$ cat src/rtl/serial_arith_pkg.sv
// Shared definitions for the bit-serial arithmetic blocks: FSM state encoding.
package serial_arith_pkg;

    typedef logic [1:0] state_t;

    // 2'd3 is never entered; the next-state logic steers it back to idle.
    localparam state_t S_IDLE  = 2'd0;
    localparam state_t S_SHIFT = 2'd1;
    localparam state_t S_DONE  = 2'd2;

    // Counter width for a WIDTH-bit serial operation; at least one bit.
    function automatic int cnt_width(input int width);
        return (width > 1) ? $clog2(width) : 1;
    endfunction

endpackage

$ cat src/rtl/serial_subtractor_if.sv
// Start/busy/done handshake plus operand and result buses of the serial subtractor.
interface serial_subtractor_if #(
    parameter int WIDTH = 8
);
    logic             start;
    logic [WIDTH-1:0] a;
    logic [WIDTH-1:0] b;
    logic             busy;
    logic             done;
    logic [WIDTH-1:0] diff;
    logic             borrow_out;

    // Sequencing controller side.
    modport master (
        output start, a, b,
        input  busy, done, diff, borrow_out
    );

    // Subtractor side.
    modport slave (
        input  start, a, b,
        output busy, done, diff, borrow_out
    );
endinterface

$ cat src/rtl/half_subtractor.sv
// One-bit half subtractor: d = x - y, bo = borrow out.
module half_subtractor (
    input  logic x,
    input  logic y,
    output logic d,
    output logic bo
);
    assign d  = x ^ y;
    assign bo = ~x & y;
endmodule

$ cat src/rtl/serial_subtractor.sv
// Bit-serial unsigned subtractor: diff = a - b, LSB first, one bit per clock,
// with a borrow flop carried between bit slices and a start/busy/done handshake.
module serial_subtractor
    import serial_arith_pkg::*;
#(
    parameter int WIDTH = 8
) (
    input  logic              clk,
    input  logic              rst_n,
    serial_subtractor_if.slave bus
);
    localparam int CW = cnt_width(WIDTH);
    localparam logic [CW-1:0] CNT_LAST = CW'(WIDTH - 1);

    state_t           state;
    state_t           state_nx;
    logic [WIDTH-1:0] a_sh;
    logic [WIDTH-1:0] b_sh;
    logic [WIDTH-1:0] r_sh;
    logic [WIDTH-1:0] diff_q;
    logic             borrow_q;
    logic             bin;
    logic [CW-1:0]    cnt;
    logic             last_bit;
    logic             busy;
    logic             done;

    // Full-subtract slice on the current LSBs: two half subtractors and an OR.
    logic d_ab;
    logic bo_ab;
    logic d_bit;
    logic bo_bin;
    logic bout;

    half_subtractor u_hs_ab (
        .x  (a_sh[0]),
        .y  (b_sh[0]),
        .d  (d_ab),
        .bo (bo_ab)
    );

    half_subtractor u_hs_bin (
        .x  (d_ab),
        .y  (bin),
        .d  (d_bit),
        .bo (bo_bin)
    );

    assign bout     = bo_ab | bo_bin;
    assign last_bit = (cnt == CNT_LAST);

    // State register.
    always_ff @(posedge clk or negedge rst_n) begin
        // NOTE: non-blocking assignments in clocked blocks so every flop samples pre-edge values.
        if (!rst_n) begin
            state <= S_IDLE;
        end else begin
            state <= state_nx;
        end
    end

    // Next-state logic: start only matters in idle, done lasts exactly one cycle.
    always_comb begin
        // NOTE: default assignment first so no path leaves the signal unassigned (no latch).
        state_nx = state;
        case (state)
            S_IDLE:  if (bus.start) state_nx = S_SHIFT;
            S_SHIFT: if (last_bit)  state_nx = S_DONE;
            S_DONE:  state_nx = S_IDLE;
            default: state_nx = S_IDLE;
        endcase
    end

    // Handshake outputs decoded from the state.
    always_comb begin
        busy = 1'b0;
        done = 1'b0;
        case (state)
            S_SHIFT: busy = 1'b1;
            S_DONE: begin
                busy = 1'b1;
                done = 1'b1;
            end
            default: ;
        endcase
    end

    // Operand/result shift registers, borrow flop, bit counter and result holding registers.
    always_ff @(posedge clk or negedge rst_n) begin
        if (!rst_n) begin
            a_sh     <= '0;
            b_sh     <= '0;
            r_sh     <= '0;
            bin      <= 1'b0;
            cnt      <= '0;
            diff_q   <= '0;
            borrow_q <= 1'b0;
        end else if (state == S_IDLE && bus.start) begin
            a_sh <= bus.a;
            b_sh <= bus.b;
            r_sh <= '0;
            bin  <= 1'b0;
            cnt  <= '0;
        end else if (state == S_SHIFT) begin
            a_sh <= a_sh >> 1;
            b_sh <= b_sh >> 1;
            r_sh <= {d_bit, r_sh[WIDTH-1:1]};
            bin  <= bout;
            if (last_bit) begin
                // Counter parks at zero so it never runs past WIDTH-1.
                cnt      <= '0;
                diff_q   <= {d_bit, r_sh[WIDTH-1:1]};
                borrow_q <= bout;
            end else begin
                cnt <= cnt + 1'b1;
            end
        end
    end

    assign bus.busy       = busy;
    assign bus.done       = done;
    assign bus.diff       = diff_q;
    assign bus.borrow_out = borrow_q;

endmodule

$ cat src/flat_wrapper.sv
// flat-port wrapper written by rule: the top's interface ports become plain ports
module serial_subtractor_flat import serial_arith_pkg::*;
#(
    parameter int WIDTH = 8
)
  (clk, rst_n, bus_start, bus_a, bus_b, bus_busy, bus_done, bus_diff, bus_borrow_out);
  serial_subtractor_if #(.WIDTH(WIDTH)) bus_i ();
  input  logic clk;
  input  logic rst_n;
  input wire logic [$bits(bus_i.start)-1:0] bus_start;
  input wire logic [$bits(bus_i.a)-1:0] bus_a;
  input wire logic [$bits(bus_i.b)-1:0] bus_b;
  output wire logic [$bits(bus_i.busy)-1:0] bus_busy;
  output wire logic [$bits(bus_i.done)-1:0] bus_done;
  output wire logic [$bits(bus_i.diff)-1:0] bus_diff;
  output wire logic [$bits(bus_i.borrow_out)-1:0] bus_borrow_out;
  assign bus_i.start = bus_start;
  assign bus_i.a = bus_a;
  assign bus_i.b = bus_b;
  assign bus_busy = bus_i.busy;
  assign bus_done = bus_i.done;
  assign bus_diff = bus_i.diff;
  assign bus_borrow_out = bus_i.borrow_out;
  serial_subtractor #(.WIDTH(WIDTH)) u_core (.clk(clk), .rst_n(rst_n), .bus(bus_i));
endmodule
$ cat config.mk
export PLATFORM = sky130hd
export DESIGN_NAME = serial_subtractor_flat
export DESIGN_NICKNAME = d
export VERILOG_FILES = /design/src/rtl/serial_arith_pkg.sv /design/src/rtl/serial_subtractor_if.sv /design/src/rtl/half_subtractor.sv /design/src/rtl/serial_subtractor.sv /design/src/flat_wrapper.sv
export SDC_FILE = /design/constraint.sdc
export NUM_CORES = 1
export LEC_CHECK = 0
export ABC_CLOCK_PERIOD_IN_PS = 2000
export BUFFER_PORTS_ARGS = -buffer_cell sky130_fd_sc_hd__buf_4
export CORE_ASPECT_RATIO = 0.8
export CORE_UTILIZATION = 54
export CTS_CLUSTER_SIZE = 10
export DETAILED_ROUTE_END_ITERATION = 10
export PLACE_DENSITY = 0.74
export SLEW_MARGIN = 0
export SYNTH_ARGS = -nofsm -noshare
export SYNTH_HDL_FRONTEND = slang
export SYNTH_HIERARCHICAL = 1
export SYNTH_SLANG_ARGS = --single-unit
$ cat constraint.sdc
create_clock -name clk -period 2 [get_ports clk]
set_input_delay 0.4 -clock clk [delete_from_list [all_inputs] [get_ports clk]]
set_output_delay 0.4 -clock clk [all_outputs]
set_load 0.01 [all_outputs]
**Word level (Yosys, flattened, before mapping)**

Index checks and enable logic that the tools add are counted.

- Bits of input ports: 19
- Bits in registers: 39
- Word-level logic and storage cells: 44
- Output and inout bits: 11

- Add/sub/neg operators: 1
- Bitwise operators: 8
- Mux-type cells: 16
- Equality and inequality tests: 5
- Reduce and logical (&&, ||, !) cells: 6

Operators with widths:

| kind | number |
|---|---|
| 8-bit two-way mux | 6 |
| 3-bit two-way mux | 3 |
| 1-bit two-way mux | 4 |
| 2-bit two-way mux | 2 |
| 2-bit one-hot mux with 2 select lines | 1 |
| 3-bit by 1-bit adder with 3-bit output, second input constant | 1 |
| 3-bit == test, second input constant | 1 |
| 1-bit NOT | 3 |
| 3-bit AND reduction | 1 |
| 1-bit AND | 2 |
| 2-bit by 1-bit == test with 1-bit output, second input constant | 1 |
| 2-bit == test, second input constant | 1 |
| 2-bit logical NOT | 1 |
| 2-bit by 1-bit != test with 1-bit output, second input constant | 1 |
| 2-bit != test, second input constant | 1 |
| 2-bit AND reduction | 1 |
| 2-bit nonzero test | 1 |
| 2-bit OR reduction | 1 |
| 1-bit XOR | 2 |
| 1-bit logical AND | 1 |
| 1-bit bitwise OR | 1 |

**Logic depth before layout (Yosys ltp)**

Gate-level depths: netlist of run 1.

- Depth after elaboration: 6
- Mapped depth: 8
- Depth with buffers taken out: 8

**Hierarchy**

Netlist of run 1, hierarchy kept.

By module, submodules not included:

| module | instances | cells each | sequential area each (sq um) | area each (sq um) |
|---|---|---|---|---|
| serial_subtractor | 1 | 144 | 950.9 | 1685.4 |
| half_subtractor | 2 | 3 | 0.0 | 20.0 |

**Worst setup path after synthesis of run 1**

OpenSTA, ideal clock, no wires.

- Kind: register -> register
- From: register u_core.state[0]
- To: register u_core.borrow_q, in the netlist u_core/bus.borrow_out
- Setup slack: 0.334 ns
- Arrival time: 1.541 ns
- Cell stages (with the launch flop): 7
- Period minus slack after synthesis: 1.666 ns
- Cells stage by stage: dfrtp_1 > inv_1 > ha_1 > and2_1 > buf_2 > nor3_4 > mux2_2

- Word-level cells in the longest chain between the ends: 4

Ends and longest elaborated chain:

| what | line | source |
|---|---|---|
| from (decl) | serial_subtractor.sv:15 | `state_t state;` |
| from (signal assigned) | serial_subtractor.sv:58 | `state <= state_nx;` |
| 2-bit logical NOT | serial_subtractor.sv:98 | `end else if (state == S_IDLE && bus.start) begin` |
| 1-bit logical AND | serial_subtractor.sv:98 |  |
| 1-bit NOT (no line) | - |  |
| 3-bit AND reduction (no line) * | - |  |
| to (signal assigned) | serial_subtractor.sv:113 | `borrow_q <= bout;` |
| to (decl) | serial_subtractor.sv:21 | `logic borrow_q;` |

Mark *: on every way between the ends. The rest lies on a longest branch, timed or not.
A chain may end at the register's enable or synchronous reset.

**Worst setup path after layout of run 1**

- From: register u_core.cnt[0]
- To: register u_core.diff_q[1], in the netlist u_core/bus.diff[1]

- Word-level cells in the longest chain between the ends: 2

Ends and longest elaborated chain:

| what | line | source |
|---|---|---|
| from (decl) | serial_subtractor.sv:23 | `logic [CW-1:0] cnt;` |
| from (signal assigned) | serial_subtractor.sv:115 | `cnt <= cnt + 1'b1;` |
| 3-bit == test | serial_subtractor.sv:50 | `assign last_bit = (cnt == CNT_LAST);` |
| 3-bit AND reduction (no line) | - |  |
| to (signal assigned) | serial_subtractor.sv:112 | `diff_q <= {d_bit, r_sh[WIDTH-1:1]};` |
| to (decl) | serial_subtractor.sv:20 | `logic [WIDTH-1:0] diff_q;` |

Every way passes these cells.

==> impl_results.md, run 1 <==
* Global-route usage over all layers at roughly 22%
* Core region area at 2890 um^2
* Number of buffers created by CTS at 5
* Number of design rule violations left after detail routing at 0
* Number of synthesized flops with an enable pin at 0
* Number of diodes at 0
* Largest family of logic cells by synthesized area: multiplexers
* GRT overflow at 0
* Synth Net Count at 177
* GR met3 Demand/Resource at 8.70%
* Fraction of layout instances using a drive strength above 1 at between 20% and 30%
* Worst vdd rail ir drop at between 0.0009 and 0.001 V
* Mux contribution to synthesized area at 20.4%
* CTS Buffer Depth at 2
* Most used flip-flop cell after synthesis: sky130_fd_sc_hd__dfrtp_1
* Antenna viol nets, final at 0
* Post-Route Hold Slack at approximately 66 ps
* Worst R2R Start: u_core/cnt[0]$_DFFE_PN0P_
* Slowest stage cell, crit path: sky130_fd_sc_hd__nor3_4
* Clock tree from TritonCTS: built
* Overall die area at approximately 3400 um^2
* WS Path Type: flop to flop
* Clock sink count at 38
* Setup repair after global routing missed its margin: no
* Syn. warnings at 6
* Nets at between 200 and 250
* Number of setup violations in the final report at 0
* Count of standard-cell rows at 17
* Origin of the worst setup path: u_core/cnt[0]$_DFFE_PN0P_
* Delay of the slowest critical-path stage at roughly 460 ps
* Placed cells at ~210
* Routed via count divided by cell count at 5.32
* Via total after detailed routing at about 1.2k
* WL/cell at 14.9 um
* Adder-cell share of the synthesized area at under 10%
* Worst reg2reg setup slack at 200 ps
* Pin count of the biggest net entering global routing at 44
* Die extent in y at 52.6 um
* Static leakage at around 1.1 nW
* Area share of the leading cell type in the synthesized netlist at a little under three fifths
* Top achievable clock speed at between 500 and 600 MHz
* DRC marker count from the first detailed-route iteration at 29
* XOR/XNOR share of the synthesized area at 0%
* Hpwl dp at 2160 um
* Cell types with the highest counts after synthesis: sky130_fd_sc_hd__dfrtp_1, sky130_fd_sc_hd__mux2i_1, sky130_fd_sc_hd__nand2_1, sky130_fd_sc_hd__o21ai_0, sky130_fd_sc_hd__nor2_1
* Status: complete, no violations
* Final-layout fill cell count at between 200 and 250
* Vias in the first global route at between 1k and 1.5k
* Cell with the most instances on the worst path: sky130_fd_sc_hd__ha_1
* Quantity of I/O buffers inserted on ports at 29
* Mean Syn Cell Area at 11.5 um^2
* Data arrival time at the worst-slack endpoint at about 2000 ps
* Top cells by area in the synthesized netlist: sky130_fd_sc_hd__dfrtp_1, sky130_fd_sc_hd__mux2i_1, sky130_fd_sc_hd__mux2_2, sky130_fd_sc_hd__ha_1, sky130_fd_sc_hd__o21ai_0
* Max Cap Violations at 0
* Number of endpoints with negative hold slack in the final report at 0
* Drt pass-1 iters at 4
* Initial antenna violation count at 0
* Gate count of the mapped netlist at 150
* Die W at ~65 um
* Maximum level of the CTS H-tree at 2
* Critical path cell sequence: ha_1 > ha_1 > inv_1 > nor3_4 > mux2_2
* Simple-gate share of the synthesized area at about 8.8%
* Cell at the root of the clock tree: sky130_fd_sc_hd__clkbuf_8
* Initial standard-cell utilization of the core at roughly three fifths
* Clock latency on the worst-skew pair at ~280 ps
* Portion of the clock cycle consumed by the worst path in the final layout at 89.9%
* Slew of the pin with the lowest slew margin at just under 500 ps
* Time the worst path needs with I/O delays and setup at 1800 ps
* PD cells at approximately 1400 nW/um^2
* Tightest slew margin relative to the limit at approximately two thirds
* Worst-path clk slew at 80 ps
* Synth area leader: sky130_fd_sc_hd__dfrtp_1
* Routed wire length at about 3300 um
* Maximum fanout along the worst path at 9
* Util after Layout at a little under three quarters
* Number of top-level pins at 30
* Number of synthesized register bits at 38
* Post-Route Setup TNS at 0 ps
* GR Util met1 at between 20% and 30%
* Non-Filler Instances at between 200 and 250
* Share of synthesized registers carrying an async set or reset at 100%
* Hold-fix buffers, CTS at 0
* Last weighted congestion value of the routability-driven placer at between 0.6 and 0.7
* Top Usage Layer GRT: met2
* CP endpoint kind: flop
* Final Slew Violations at 0
* Data required time at the worst endpoint at between 2000 and 2500 ps
* Area growth from synthesis to layout at 20.4%
* Kind of start point of the critical path: flop
* Met2 routing resource usage after global routing at 36.3%
* Worst clock skew at 6.42 ps
* Part of the Yosys area used for sequential elements at 55.1%
* Setup fix buffers added after clock tree synthesis at 0
* Compound-Gate Fraction of Synth Area at 5.95%
* HP Class: primary input to asynchronous set/reset pin
* Netlist area before placement at between 1500 and 2000 um^2
* Global-route wire length before repair at around 5400 um
* Cell with the most instances after synthesis: sky130_fd_sc_hd__dfrtp_1
* Distinct cells, synth at 20
* Post-cts sizing count at 0
## layout make-up
class | instances | area (um^2) | area share [%]
flip-flops and latches | 38 | 951 | 45.8
multi-input cells | 96 | 707 | 34.0
repair buffers | 31 | 233 | 11.2
clock buffers | 5 | 68.8 | 3.31
well taps | 38 | 47.5 | 2.29
clock inverters | 3 | 40.0 | 1.93
inverters | 8 | 30.0 | 1.45
## routing by layer
layer	wire (um)	up-vias
li1	-	556
met1	1470	576
met2	1630	30
met3	154	2
met4	17	0
met5	0	-
## sequential cells by signal, indices dropped and copies added, names as in the netlist
name,flops
u_core/r_sh,7
u_core/bus.diff,8
u_core/bus.borrow_out,1
u_core/a_sh,8
u_core/b_sh,8
u_core/state,2
u_core/bin,1
u_core/cnt,3
## per-stage QoR
stage               area [um^2]  power [mW]  setup WS (ps)
floorplan                  1730        2.04            334
global placement           1970        2.29            339
detailed placement         1970        2.38            253
CTS                        2080        3.02            198
global route               2080        3.21            101
finish                     2080        3.01            202
## power breakdown
| group | switching [mW] | internal (mW) |
|---|---|---|
| Combinational | 0.602 | 0.530 |
| Clock | 0.267 | 0.367 |
| Sequential | 0.186 | 1.06 |
| Total | 1.05 | 1.95 |
## cells in the final DEF, fill, tap and decap left out, drive strengths merged
cell and n:
o21a 1, mux2 10, or2 1, and2 1
ha 8, buf 31, bufinv 1, a21oi 2
nor3b 1, nor2 11, clkinv 2, o21ai 17
nor3 1, nor2b 1, clkbuf 5, inv 8
mux2i 24, nand2 18, dfrtp 38
## logic make-up (layout without fill, tap and decap cells)
| group | Yosys count | after routing |
|---|---|---|
| adder cells (fa/ha/maj) | 8 | 8 |
| buffers and inverters | 16 | 47 |
| flip-flops | 38 | 38 |
| AO/OA/AOI/OAI | 20 | 20 |
| multiplexers | 34 | 34 |
| AND/OR/NAND/NOR | 34 | 34 |
## final timing paths
kind                       cells after the start                        endpoint
max                                            5  u_core/bus.diff[1]$_DFFE_PN0P_
min                                            1      u_core/a_sh[1]$_DFFE_PN0P_
max reg2reg                                    5  u_core/bus.diff[1]$_DFFE_PN0P_
min reg2reg                                    1  u_core/bus.diff[5]$_DFFE_PN0P_
max in group asynchronous                      1      u_core/b_sh[2]$_DFFE_PN0P_
min in group clk                               3      u_core/a_sh[4]$_DFFE_PN0P_
## worst max-delay path, delay by kind of cell, from the launching register on
kind,cells,cell delay [ps]
adder cells (fa/ha/maj),2,360
buffers and inverters,1,90
flip-flops,1,380
multiplexers,1,400
AND/OR/NAND/NOR,1,460
(Power assumes the default switching activity.)
==> inputs of run 2 (changes only) <==
--- a/config.mk
+++ b/config.mk
@@ -7,11 +7,13 @@
 export LEC_CHECK = 0
 export ABC_CLOCK_PERIOD_IN_PS = 2000
 export BUFFER_PORTS_ARGS = -buffer_cell sky130_fd_sc_hd__buf_4
-export CORE_ASPECT_RATIO = 0.8
-export CORE_UTILIZATION = 54
+export CELL_PAD_IN_SITES_DETAIL_PLACEMENT = 2
+export CELL_PAD_IN_SITES_GLOBAL_PLACEMENT = 2
+export CORE_ASPECT_RATIO = 2
+export CORE_UTILIZATION = 36
 export CTS_CLUSTER_SIZE = 10
 export DETAILED_ROUTE_END_ITERATION = 10
-export PLACE_DENSITY = 0.74
+export PLACE_DENSITY = 0.78
 export SLEW_MARGIN = 0
 export SYNTH_ARGS = -nofsm -noshare
 export SYNTH_HDL_FRONTEND = slang
==> run 2 against run 1 <==
Combinational power about the same. Non-clock buffer count stayed put. Largest power group unchanged. Core utilization shrank 27 points. Maximum frequency hardly changed. Final area fell by 0.42%. Routed wire length grew 21%. Sequential power hardly changed. Cell count rose by 7.3%. Total power shrank 3.5%. Largest cell class unchanged. Clock power fell by 21%. Sequential share of layout area increased by 0.19 points. Clock skew hardly changed.
==> impl_results.md, run 2 (synthesis gave the netlist of run 1 again) <==
* Reg-to-Reg End: u_core/bus.diff[3]$_DFFE_PN0P_
* Commonest non-fill, non-tap cells in the layout: sky130_fd_sc_hd__dfrtp_1, sky130_fd_sc_hd__buf_4, sky130_fd_sc_hd__mux2i_1
* Kind of start point of the critical path: flop
* Logic pwr share at about two fifths
* Vias in the first global route at between 1k and 1.5k
* Routed via count divided by cell count at ~5
* Maximum level of the CTS H-tree at 2
* Worst vdd rail ir drop at 0.000743 V
* Nets at around 210
* Portion of the clock cycle consumed by the worst path in the final layout at 89.9%
* Count of standard-cell rows at 35
* Hpwl dp at around 2900 um
* CTS Buffer Depth at 2
* Placed cells at approximately 230
* Routed wire length at between 3000 and 4000 um
* Post-Route Hold Slack at slightly above 70 ps
* Number of endpoints with negative hold slack in the final report at 0
* Cell at the root of the clock tree: sky130_fd_sc_hd__clkbuf_8
* Quantity of I/O buffers inserted on ports at 29
* Max Cap Violations at 0
* Worst-path clk slew at 70 ps
* Initial standard-cell utilization of the core at 37.5%
* Sequential share of power at a little over two fifths
* Global-route usage over all layers at 17.3%
* Leading cell type in the layout, fill and taps excluded: sky130_fd_sc_hd__dfrtp_1
* Worst path bufs/invs at 1
* Post-cts sizing count at 0
* Clock latency on the worst-skew pair at ~290 ps
* Die extent in y at about 100 um
* Number of buffers created by CTS at 5
* Critical path cell sequence: inv_1 > ha_1 > and2_1 > nor3_4 > mux2_2
* Util after Layout at between 40% and 50%
* Data required time at the worst endpoint at 2170 ps
* Tightest slew margin relative to the limit at 66.6%
* Antenna viol nets, final at 0
* Area growth from synthesis to layout at 19.9%
* Die W at just over 50 um
* Time the worst path needs with I/O delays and setup at approximately 1800 ps
* WL/cell at about 17 um
* Global-route wire length before repair at 6490 um
* Switching Fraction at roughly 37%
* Clock share of power at roughly 17%
* Drt pass-1 iters at 3
* Number of design rule violations left after detail routing at 0
* Overall die area at about 5100 um^2
* HP Class: primary input to asynchronous set/reset pin
* Setup repair after global routing missed its margin: no
* CP endpoint kind: flop
* Post-Route Setup TNS at 0 ps
* Initial antenna violation count at 0
* Worst reg2reg setup slack at between 200 and 250 ps
* Data arrival time at the worst-slack endpoint at roughly 2000 ps
* Number of top-level pins at 30
* Clock tree from TritonCTS: built
* Status: complete, no violations
* Last weighted congestion value of the routability-driven placer at about 0.7
* DRC marker count from the first detailed-route iteration at 5
* Top achievable clock speed at approximately 560 MHz
* Final-layout fill cell count at 500
* Cell Int Power at around 1.8 mW
* Maximum fanout along the worst path at 9
* Non-Filler Instances at 235
* PD cells at around 1400 nW/um^2
* Fraction of layout instances using a drive strength above 1 at 28.3%
* Slowest stage cell, crit path: sky130_fd_sc_hd__nor3_4
* Via total after detailed routing at 1177
* Number of setup violations in the final report at 0
* Overall power at about 2.9 mW
* Setup fix buffers added after clock tree synthesis at 0
* Core region area at approximately 4600 um^2
* GRT overflow at 0
* Worst clock skew at roughly 5.9 ps
* Hold-fix buffers, CTS at 0
* WS Path Type: flop to flop
* Delay of the slowest critical-path stage at 400 ps
* Clock sink count at 38
* Worst R2R Start: u_core/state[0]$_DFFE_PN0P_
* Slew of the pin with the lowest slew margin at ~500 ps
* Worst reg-to-reg path cell count at 5
* Number of diodes at 0
* Final Slew Violations at 0
* Cell family with most CP delay: simple AND/OR/NAND/NOR gates
* Static leakage at 1.07 nW
* Switch Pwr at between 1 and 1.5 mW
* Pin count of the biggest net entering global routing at 44
## run 2: changes by cell type in the layout (fill, tap and decap cells not counted)
cell	change
sky130_fd_sc_hd__bufinv_16	-1
## run 2: cell type report
| class | instances | area [um^2] | share of cell area, % |
|---|---|---|---|
| sequential | 38 | 951 | 46.0 |
| multi-input combinational | 96 | 707 | 34.2 |
| clock buffer | 5 | 68.8 | 3.33 |
| tap | 55 | 68.8 | 3.33 |
| clock inverter | 2 | 10.0 | 0.484 |
| timing repair buffer | 31 | 233 | 11.3 |
| inverter | 8 | 30.0 | 1.45 |
## run 2: worst reg2reg max path, delay by kind of cell, from the launching register on
family	cells	cell delay, ps
simple gates	2	600
buf+inv	1	90
fa+ha+maj	1	220
mux	1	400
flops	1	390
## run 2: metrics by stage
stage / setup WS, ps / area [um^2]
detailed placement: 185 / 1990
floorplan: 334 / 1730
finish: 202 / 2070
global placement: 304 / 1990
global route: 120 / 2070
CTS: 163 / 2070
## run 2: worst max-delay path by stage
stage,cells past startpoint,start,end
after floorplan,6,u_core/state[0]$_DFFE_PN0P_,u_core/bus.borrow_out$_DFFE_PN0P_
after global placement,5,u_core/state[0]$_DFFE_PN0P_,u_core/bus.borrow_out$_DFFE_PN0P_
after detailed placement,5,u_core/state[0]$_DFFE_PN0P_,u_core/bus.borrow_out$_DFFE_PN0P_
after CTS,5,u_core/state[0]$_DFFE_PN0P_,u_core/bus.diff[2]$_DFFE_PN0P_
after global routing,5,u_core/state[0]$_DFFE_PN0P_,u_core/bus.diff[2]$_DFFE_PN0P_
final,5,u_core/state[0]$_DFFE_PN0P_,u_core/bus.diff[3]$_DFFE_PN0P_
## run 2: power groups by stage
stage | Combinational (mW) | Sequential [mW] | Clock, mW
2_1_floorplan | 0.832 | 1.21 | 0
3_3_place_gp | 1.09 | 1.24 | 0
3_5_place_dp | 1.19 | 1.27 | 0
4_1_cts | 1.19 | 1.25 | 0.524
5_1_grt | 1.31 | 1.28 | 0.547
6_report | 1.16 | 1.24 | 0.501
## run 2: per-layer routing
metal | up-vias | share of wire (%) | GRT usage, %
li1 | 557 | - | -
met2 | 22 | 57 | 31.4
met3 | 6 | 3.1 | 2.88
met5 | - | 0 | 0
met1 | 592 | 38 | 19.3
met4 | 0 | 1.6 | 7.05
